## src/rtl/input_conditioner.sv

```systemverilog
// input_conditioner
// Synchronises and debounces the board pushbuttons and slide switches for the
// game core, and generates press/change pulses plus auto-repeat pulses for
// the paddle buttons.
//
// Ports:
//   CLK_40M     in   system clock (single domain)
//   RESET       in   synchronous, active-high reset
//   BTN_RAW     in   [3:0] raw buttons {B, A, RIGHT, LEFT}
//   SW_RAW      in   [2:0] raw switches {IGNORE_DEATH, PAUSE, RESET}
//   BTN_LEVEL   out  [3:0] debounced button levels
//   BTN_PRESS   out  [3:0] one-cycle pulse on each debounced rising edge
//   BTN_REPEAT  out  [1:0] {RIGHT, LEFT} press pulse plus auto-repeat pulses
//   SW_LEVEL    out  [2:0] debounced switch levels
//   SW_CHANGE   out  [2:0] one-cycle pulse on either debounced edge
module input_conditioner #(
    parameter int unsigned DEBOUNCE_CYCLES = 400000,
    parameter int unsigned REPEAT_DELAY    = 16000000,
    parameter int unsigned REPEAT_PERIOD   = 4000000
) (
    input  logic       CLK_40M,
    input  logic       RESET,
    input  logic [3:0] BTN_RAW,
    input  logic [2:0] SW_RAW,
    output logic [3:0] BTN_LEVEL,
    output logic [3:0] BTN_PRESS,
    output logic [1:0] BTN_REPEAT,
    output logic [2:0] SW_LEVEL,
    output logic [2:0] SW_CHANGE
);

    localparam int unsigned NCH  = 7;
    localparam int unsigned DB_W = $clog2(DEBOUNCE_CYCLES);
    localparam int unsigned RP_MAX = (REPEAT_DELAY > REPEAT_PERIOD) ? REPEAT_DELAY : REPEAT_PERIOD;
    localparam int unsigned RP_W = $clog2(RP_MAX);

    localparam logic [DB_W-1:0] DB_LAST     = DB_W'(DEBOUNCE_CYCLES - 1);
    localparam logic [RP_W-1:0] DELAY_LAST  = RP_W'(REPEAT_DELAY - 1);
    localparam logic [RP_W-1:0] PERIOD_LAST = RP_W'(REPEAT_PERIOD - 1);

    typedef enum logic [1:0] {
        RPT_IDLE,
        RPT_DELAY,
        RPT_REPEAT
    } rpt_state_t;

    // Channel order: bits 3:0 buttons, bits 6:4 switches.
    logic [NCH-1:0]  s1;
    logic [NCH-1:0]  s2;
    logic [NCH-1:0]  stable;
    logic [DB_W-1:0] db_cnt [NCH];

    logic [NCH-1:0]  rise;
    logic [NCH-1:0]  fall;

    logic [3:0]      press_q;
    logic [2:0]      change_q;

    rpt_state_t      rpt_state [2];
    logic [RP_W-1:0] rpt_cnt   [2];
    logic [1:0]      rpt_pulse;

    // Rise/fall flag the edge at which `stable` is about to flip, so every
    // pulse register updates on the same edge as the level.
    always_comb begin
        rise = '0;
        fall = '0;
        for (int unsigned i = 0; i < NCH; i++) begin
            if ((s2[i] != stable[i]) && (db_cnt[i] == DB_LAST)) begin
                rise[i] = s2[i];
                fall[i] = ~s2[i];
            end
        end
    end

    always_ff @(posedge CLK_40M) begin
        if (RESET) begin
            s1       <= '0;
            s2       <= '0;
            stable   <= '0;
            press_q  <= '0;
            change_q <= '0;
            for (int unsigned i = 0; i < NCH; i++) begin
                db_cnt[i] <= '0;
            end
        end else begin
            s1 <= {SW_RAW, BTN_RAW};
            s2 <= s1;
            for (int unsigned i = 0; i < NCH; i++) begin
                if (s2[i] == stable[i]) begin
                    db_cnt[i] <= '0;
                end else if (db_cnt[i] == DB_LAST) begin
                    stable[i] <= s2[i];
                    db_cnt[i] <= '0;
                end else begin
                    db_cnt[i] <= db_cnt[i] + DB_W'(1);
                end
            end
            press_q  <= rise[3:0];
            change_q <= rise[6:4] | fall[6:4];
        end
    end

    // Auto-repeat for LEFT (0) and RIGHT (1). A falling level wins over a
    // repeat pulse due on the same edge.
    always_ff @(posedge CLK_40M) begin
        if (RESET) begin
            rpt_pulse <= '0;
            for (int unsigned j = 0; j < 2; j++) begin
                rpt_state[j] <= RPT_IDLE;
                rpt_cnt[j]   <= '0;
            end
        end else begin
            rpt_pulse <= '0;
            for (int unsigned j = 0; j < 2; j++) begin
                if (fall[j]) begin
                    rpt_state[j] <= RPT_IDLE;
                    rpt_cnt[j]   <= '0;
                end else begin
                    case (rpt_state[j])
                        RPT_IDLE: begin
                            rpt_cnt[j] <= '0;
                            if (rise[j]) begin
                                rpt_state[j] <= RPT_DELAY;
                                rpt_pulse[j] <= 1'b1;
                            end
                        end
                        RPT_DELAY: begin
                            if (rpt_cnt[j] == DELAY_LAST) begin
                                rpt_pulse[j] <= 1'b1;
                                rpt_cnt[j]   <= '0;
                                rpt_state[j] <= RPT_REPEAT;
                            end else begin
                                rpt_cnt[j] <= rpt_cnt[j] + RP_W'(1);
                            end
                        end
                        RPT_REPEAT: begin
                            if (rpt_cnt[j] == PERIOD_LAST) begin
                                rpt_pulse[j] <= 1'b1;
                                rpt_cnt[j]   <= '0;
                            end else begin
                                rpt_cnt[j] <= rpt_cnt[j] + RP_W'(1);
                            end
                        end
                        default: begin
                            rpt_state[j] <= RPT_IDLE;
                            rpt_cnt[j]   <= '0;
                        end
                    endcase
                end
            end
        end
    end

    assign BTN_LEVEL  = stable[3:0];
    assign SW_LEVEL   = stable[6:4];
    assign BTN_PRESS  = press_q;
    assign SW_CHANGE  = change_q;
    assign BTN_REPEAT = rpt_pulse;

endmodule

```

## config.mk

```make
export PLATFORM = sky130hd
export DESIGN_NAME = input_conditioner
export DESIGN_NICKNAME = d
export VERILOG_FILES = /design/src/rtl/input_conditioner.sv
export SDC_FILE = /design/constraint.sdc
export NUM_CORES = 1
export LEC_CHECK = 0
export BUFFER_PORTS_ARGS = -buffer_cell sky130_fd_sc_hd__buf_4
export CAP_MARGIN = 20
export CORE_ASPECT_RATIO = 1.2
export CORE_UTILIZATION = 44
export CTS_CLUSTER_DIAMETER = 80
export DETAILED_ROUTE_END_ITERATION = 8
export SLEW_MARGIN = 0
export SYNTH_ARGS = -nofsm -noshare
export SYNTH_HDL_FRONTEND = slang
export SYNTH_SLANG_ARGS = --single-unit
```

## constraint.sdc

```tcl
create_clock -name CLK_40M -period 4.2 [get_ports CLK_40M]
set_clock_uncertainty 0.15 [all_clocks]
set_input_delay 0.84 -clock CLK_40M [delete_from_list [all_inputs] [get_ports CLK_40M]]
set_output_delay 0.84 -clock CLK_40M [all_outputs]
set_load 0.01 [all_outputs]
```

==> results of run 1 <==
==> worst paths after layout <==
check | start | endpoint | slack [ns] | cells past startpoint
worst min register to register | s1[3] | s2[3] | 0.28 | 1
worst max register to register | rpt_cnt[1][11] | rpt_cnt[1][16] | 1.39 | 5
worst min-delay path | s1[3] | s2[3] | 0.28 | 1
worst max-delay path | rpt_cnt[1][11] | rpt_cnt[1][16] | 1.39 | 5
==> where the power goes <==
part	internal [W]	total, W	leakage (nW)	switching, W
combinational	0.0000760	0.000183	2.11	0.000107
sequential	0.00241	0.00250	2.15	0.0000897
clock	0.00136	0.00219	0.406	0.000831
total	0.00384	0.00487	4.67	0.00103
==> cell usage after synthesis, types with 3 or more instances <==
master and number:
nor2_1 225, edfxtp_1 185, xor2_1 97, nand3_1 71, xnor2_1 70, nand2_1 63
and3_1 38, nand4_1 37, dfxtp_1 30, and4_1 24, nor3_1 21, nor2b_1 20
inv_1 17, clkbuf_1 14, nor4_1 11, ha_1 9, and2_1 8, mux2i_1 7
nand4b_1 7, nand2b_1 6, nor4b_1 6, buf_1 5, or4_1 5, a31oi_1 4
buf_2 4, o21ai_0 4, a21oi_1 3, buf_6 3, nor4bb_1 3, or2_2 3
==> metrics by stage <==
stage	instance area [um2]	util	power, W	hold WS, ns
2_1_floorplan	11600	-	0.00267	0.264
3_3_place_gp	12100	0.500	0.00272	0.270
3_5_place_dp	12100	0.500	0.00272	0.271
4_1_cts	12900	0.534	0.00494	0.284
5_1_grt	12900	0.534	0.00507	0.307
6_report	12900	0.534	0.00487	0.284
==> kinds of logic (layout without fill, tap and decap cells) <==
group           after synthesis  count (layout)
simple gates                561             561
flops                       215             215
xor+xnor                    167             167
buf+inv                      43              86
compound gates               19              19
fa+ha+maj                     9               9
mux                           7               7
other cells                   1             181
==> critical path, cell delays in order (launching register included) <==
cell and delay (ns):
edfxtp_1 0.50, or4b_1 0.55, or3_1 0.35, o31a_1 0.29, o221ai_4 0.58, nor2_1 0.11
==> metal layers <==
layer	global-route usage	part of all wire
met1	0.192	0.46
met2	0.271	0.49
met3	0.0269	0.039
met4	0.0456	0.015
met5	0	0
==> sequential cells by signal, summed over array words and instances, names as in the netlist <==
signal      count
BTN_PRESS       4
BTN_REPEAT      2
SW_CHANGE       3
db_cnt        133
rpt_cnt        48
rpt_state       4
s1              7
s2              7
stable          7
==> layout make-up <==
class | count | area [um2] | area share
Clock buffer | 34 | 709 | 0.0548
Clock inverter | 10 | 126 | 0.00977
Inverter | 17 | 63.8 | 0.00493
Multi-Input combinational cell | 944 | 5290 | 0.409
Sequential cell | 215 | 6160 | 0.476
Tap cell | 320 | 400 | 0.0310
Timing Repair Buffer | 25 | 188 | 0.0145
==> results.toml, run 1 <==
[run_status]
outcome = "completed"

[logic_synthesis]
synthMuxAreaShare = 0.00639
syn_inst = 1022
synth_area_leader_cell = "edfxtp_1"
synthFlopType = "edfxtp_1"
async_flop_share = 0
yosysUniqueCellTypes = 47
ys_seq_elements = 215
yosysTopAreaCellShare = 0.507
synth_top_family_by_area = "simple AND/OR/NAND/NOR gates"
synth_area_leaders = "edfxtp_1, xor2_1, nor2_1"
syn_area_um2 = 11000
synth_edf_count = 185
synthAdderAreaFrac = 0.0103
synth-simple-area-share = 0.257
syn_area_per_cell_um2 = 10.7
synth_xor_area_frac = 0.133
synth-compound-area-share = 0.0132
yosysSeqAreaShare = 0.562
yosysWarningCount = 0

[die]
start_util = 0.453
die_area_um2 = 25500
die_w_um = 146
die_y_um = 175
core_um2 = 24200
num_rows = 62
io_pins = 25

[routing]
ant_nets = 0
drt_iter0_drc = 274
wl_per_cell_um = 12.1
drt-total-wl_mm = 18.9
vias = 7380
drc_errors = 0
first_pass_iters = 4
viasPerCell = 4.72

[layout]
nFillCells = 2237
layout.nets = 1245
finalNonFillerCells = 1565
final_common_cell = "nor2_1"
final_cell_mix = "nor2_1, edfxtp_1, conb_1"
areaGrowthSynthToFinish_pct = 18.0
diodes = 0
drive_gt1_frac = 0.0546

[clocking]
clk_latency_ns = 0.52
path_clk_slew_ns = 0.06
cts.sinks = 215
cts_tree = "yes"
cts_setup_buffers = 0
cts_buffer_depth = 3
root_buffer = "clkbuf_16"
cts_resized = 0
cts_made_buffers = 24
ctsHoldBuffers = 0
cts-htree-levels = 1

[global_route]
grtUsageTotal = 0.154
grt.overflow.total = 0
grt_pass1_wl_mm = 33.0
grt_start_max_net_pins = 38
antenna_found_initial = 0
grt_pass1_vias = 7363

[pwr]
ir_worst_vdd_v = 0.000269
leakagePower_nw = 4.67
power.density_nw_per_um2 = 376

[timing]
period_needed_ns = 2.81
max_slew_margin = 0.377
fin_tns_setup_ns = 0
grt_setup_unrepaired = "no"
tightest_slew_ns = 0.927
hold_viol = 0
setup_viol = 0
fin_crit_sh = 0.669
slew_viol_final = 0
layout_setup_ws_ns = 1.39
max_freq_ghz = 0.356

[setup_path]
crit_required_ns = 4.29
crit_path_end_kind = "flop"
critPathLaunchType = "flop"
crit_fanout = 24
path_class = "reg2reg"
crit_arrival_ns = 2.90

[job]
drv_cap = 0

[placed_design]
place_congestion = 0.755
port_buffers = 24
dpl_worst_slack_ns = 1.36
dpl.hpwl_mm = 13.2
dp_cells = 1521

[min_path]
holdCritPathClass = "reg2reg"
No activity file was read; power rests on OpenSTA's default activity.
==> inputs of run 2 (changes only) <==
- clock period: 4.2 -> 2.7 ns (I/O delays scaled with it)
==> results.toml, run 2 (synthesis gave the netlist of run 1 again) <==
[global_route]
antenna_found_initial = 0
grtUsageTotal = 0.155
grt_start_max_net_pins = 25
grt_pass1_wl_mm = 33.2
grt_pass1_vias = 7266
grt.overflow.total = 0

[routing]
vias = 7552
ant_nets = 0
first_pass_iters = 4
drt_iter0_drc = 295
drc_errors = 0
drt-total-wl_mm = 19.2
wl_per_cell_um = 12.0
viasPerCell = 4.74

[clocking]
cts_made_buffers = 26
cts-htree-levels = 1
cts.sinks = 215
path_clk_slew_ns = 0.06
cts_resized = 0
cts_buffer_depth = 3
cts_tree = "yes"
cts_setup_buffers = 0
ctsHoldBuffers = 0
clk_latency_ns = 0.52
root_buffer = "clkbuf_16"

[timing]
grt_setup_unrepaired = "no"
slew_viol_final = 0
period_needed_ns = 2.55
max_freq_ghz = 0.392
whs_ns = 0.0808
tightest_slew_ns = 0.647
fin_tns_setup_ns = 0
fin_crit_sh = 0.946
max_slew_margin = 0.569
hold_viol = 0
setup_viol = 0

[layout]
reg.largest.list = "db_cnt (133), rpt_cnt (48)"
largest_register_ffs = 133
top_register = "db_cnt"
final_common_cell = "nor2_1"
areaGrowthSynthToFinish_pct = 20.1
final_cell_area_um2 = 13200
nFillCells = 2177
diodes = 0
final_cell_mix = "nor2_1, edfxtp_1, conb_1"
drive_gt1_frac = 0.0731
layout.nets = 1270
fin_util = 0.544

[die]
die_w_um = 146
die_y_um = 175
core_um2 = 24200
io_pins = 25
die_area_um2 = 25500
start_util = 0.453
num_rows = 62

[pwr]
ir_worst_vdd_v = 0.000378
leakagePower_nw = 4.81
power.density_nw_per_um2 = 583
finalPower_w = 0.00767

[setup_path]
crit_required_ns = 2.81
crit_arrival_ns = 2.66
crit_fanout = 17
critPathLaunchType = "flop"
path_cells = "or4b_1, or3_1, o31a_1, o221ai_4, buf_4, nor2_1"
slowest_delay_ns = 0.52
cpMaxStageDelayCell = "or4b_1"
crit_path_end_kind = "flop"
path_class = "reg2reg"

[job]
drv_cap = 0

[placed_design]
port_buffers = 24
place_area_um2 = 12300
place_congestion = 0.752
dpl.hpwl_mm = 13.5

[run_status]
outcome = "completed"

[min_path]
holdCritPathClass = "in2reg"
run 2: cell count changes in the layout (fill, tap and decap cells not counted):
| cell | before | now |
|---|---|---|
| buf_12 | 0 | 2 |
| buf_4 | 25 | 46 |
| clkbuf_1 | 4 | 6 |
| clkbuf_16 | 25 | 27 |
| clkbuf_8 | 5 | 2 |
| clkinv_2 | 1 | 5 |
| clkinv_4 | 1 | 0 |
run 2: final timing paths:
| kind | from | end | slack, ns | cells after the start |
|---|---|---|---|---|
| hold reg to reg | s1[2] | s2[2] | 0.28 | 1 |
| setup / recovery | rpt_cnt[1][16] | rpt_cnt[1][3] | 0.15 | 6 |
| hold / removal | BTN_RAW[0] | s1[0] | 0.08 | 2 |
| setup reg to reg | rpt_cnt[1][16] | rpt_cnt[1][3] | 0.15 | 6 |
run 2: critical path, delay by kind of cell, from the launching register on:
| family | cells | cell delay [ns] |
|---|---|---|
| compound gates | 2 | 0.47 |
| buf+inv | 1 | 0.25 |
| flops | 1 | 0.46 |
| simple gates | 3 | 0.97 |
run 2: final cells by class:
class / instances / area (um2) / share of cell area
Clock inverter: 13 / 138 / 0.0105
Tap cell: 320 / 400 / 0.0304
Multi-Input combinational cell: 944 / 5290 / 0.402
Inverter: 17 / 63.8 / 0.00485
Sequential cell: 215 / 6160 / 0.468
Clock buffer: 35 / 726 / 0.0551
Timing Repair Buffer: 48 / 385 / 0.0293
run 2: through the flow:
stage	setup slack [ns]	std cells
after CTS	0.154	1592
after global placement	0.186	1544
after detailed placement	0.168	1544
final	0.147	1592
after global routing	0.0182	1592
after floorplan	0.202	1202
run 2: where the power goes:
group          internal, W  switching, W
registers          0.00375      0.000136
clock network      0.00216       0.00132
logic             0.000132      0.000175
run 2: metal layers:
| layer | vias to the layer above | routed length, um | GRT usage |
|---|---|---|---|
| li1 | 3919 | - | - |
| met1 | 3539 | 9190 | 0.204 |
| met2 | 68 | 9010 | 0.263 |
| met3 | 26 | 599 | 0.0243 |
| met4 | 0 | 355 | 0.0473 |
| met5 | - | 0 | 0 |
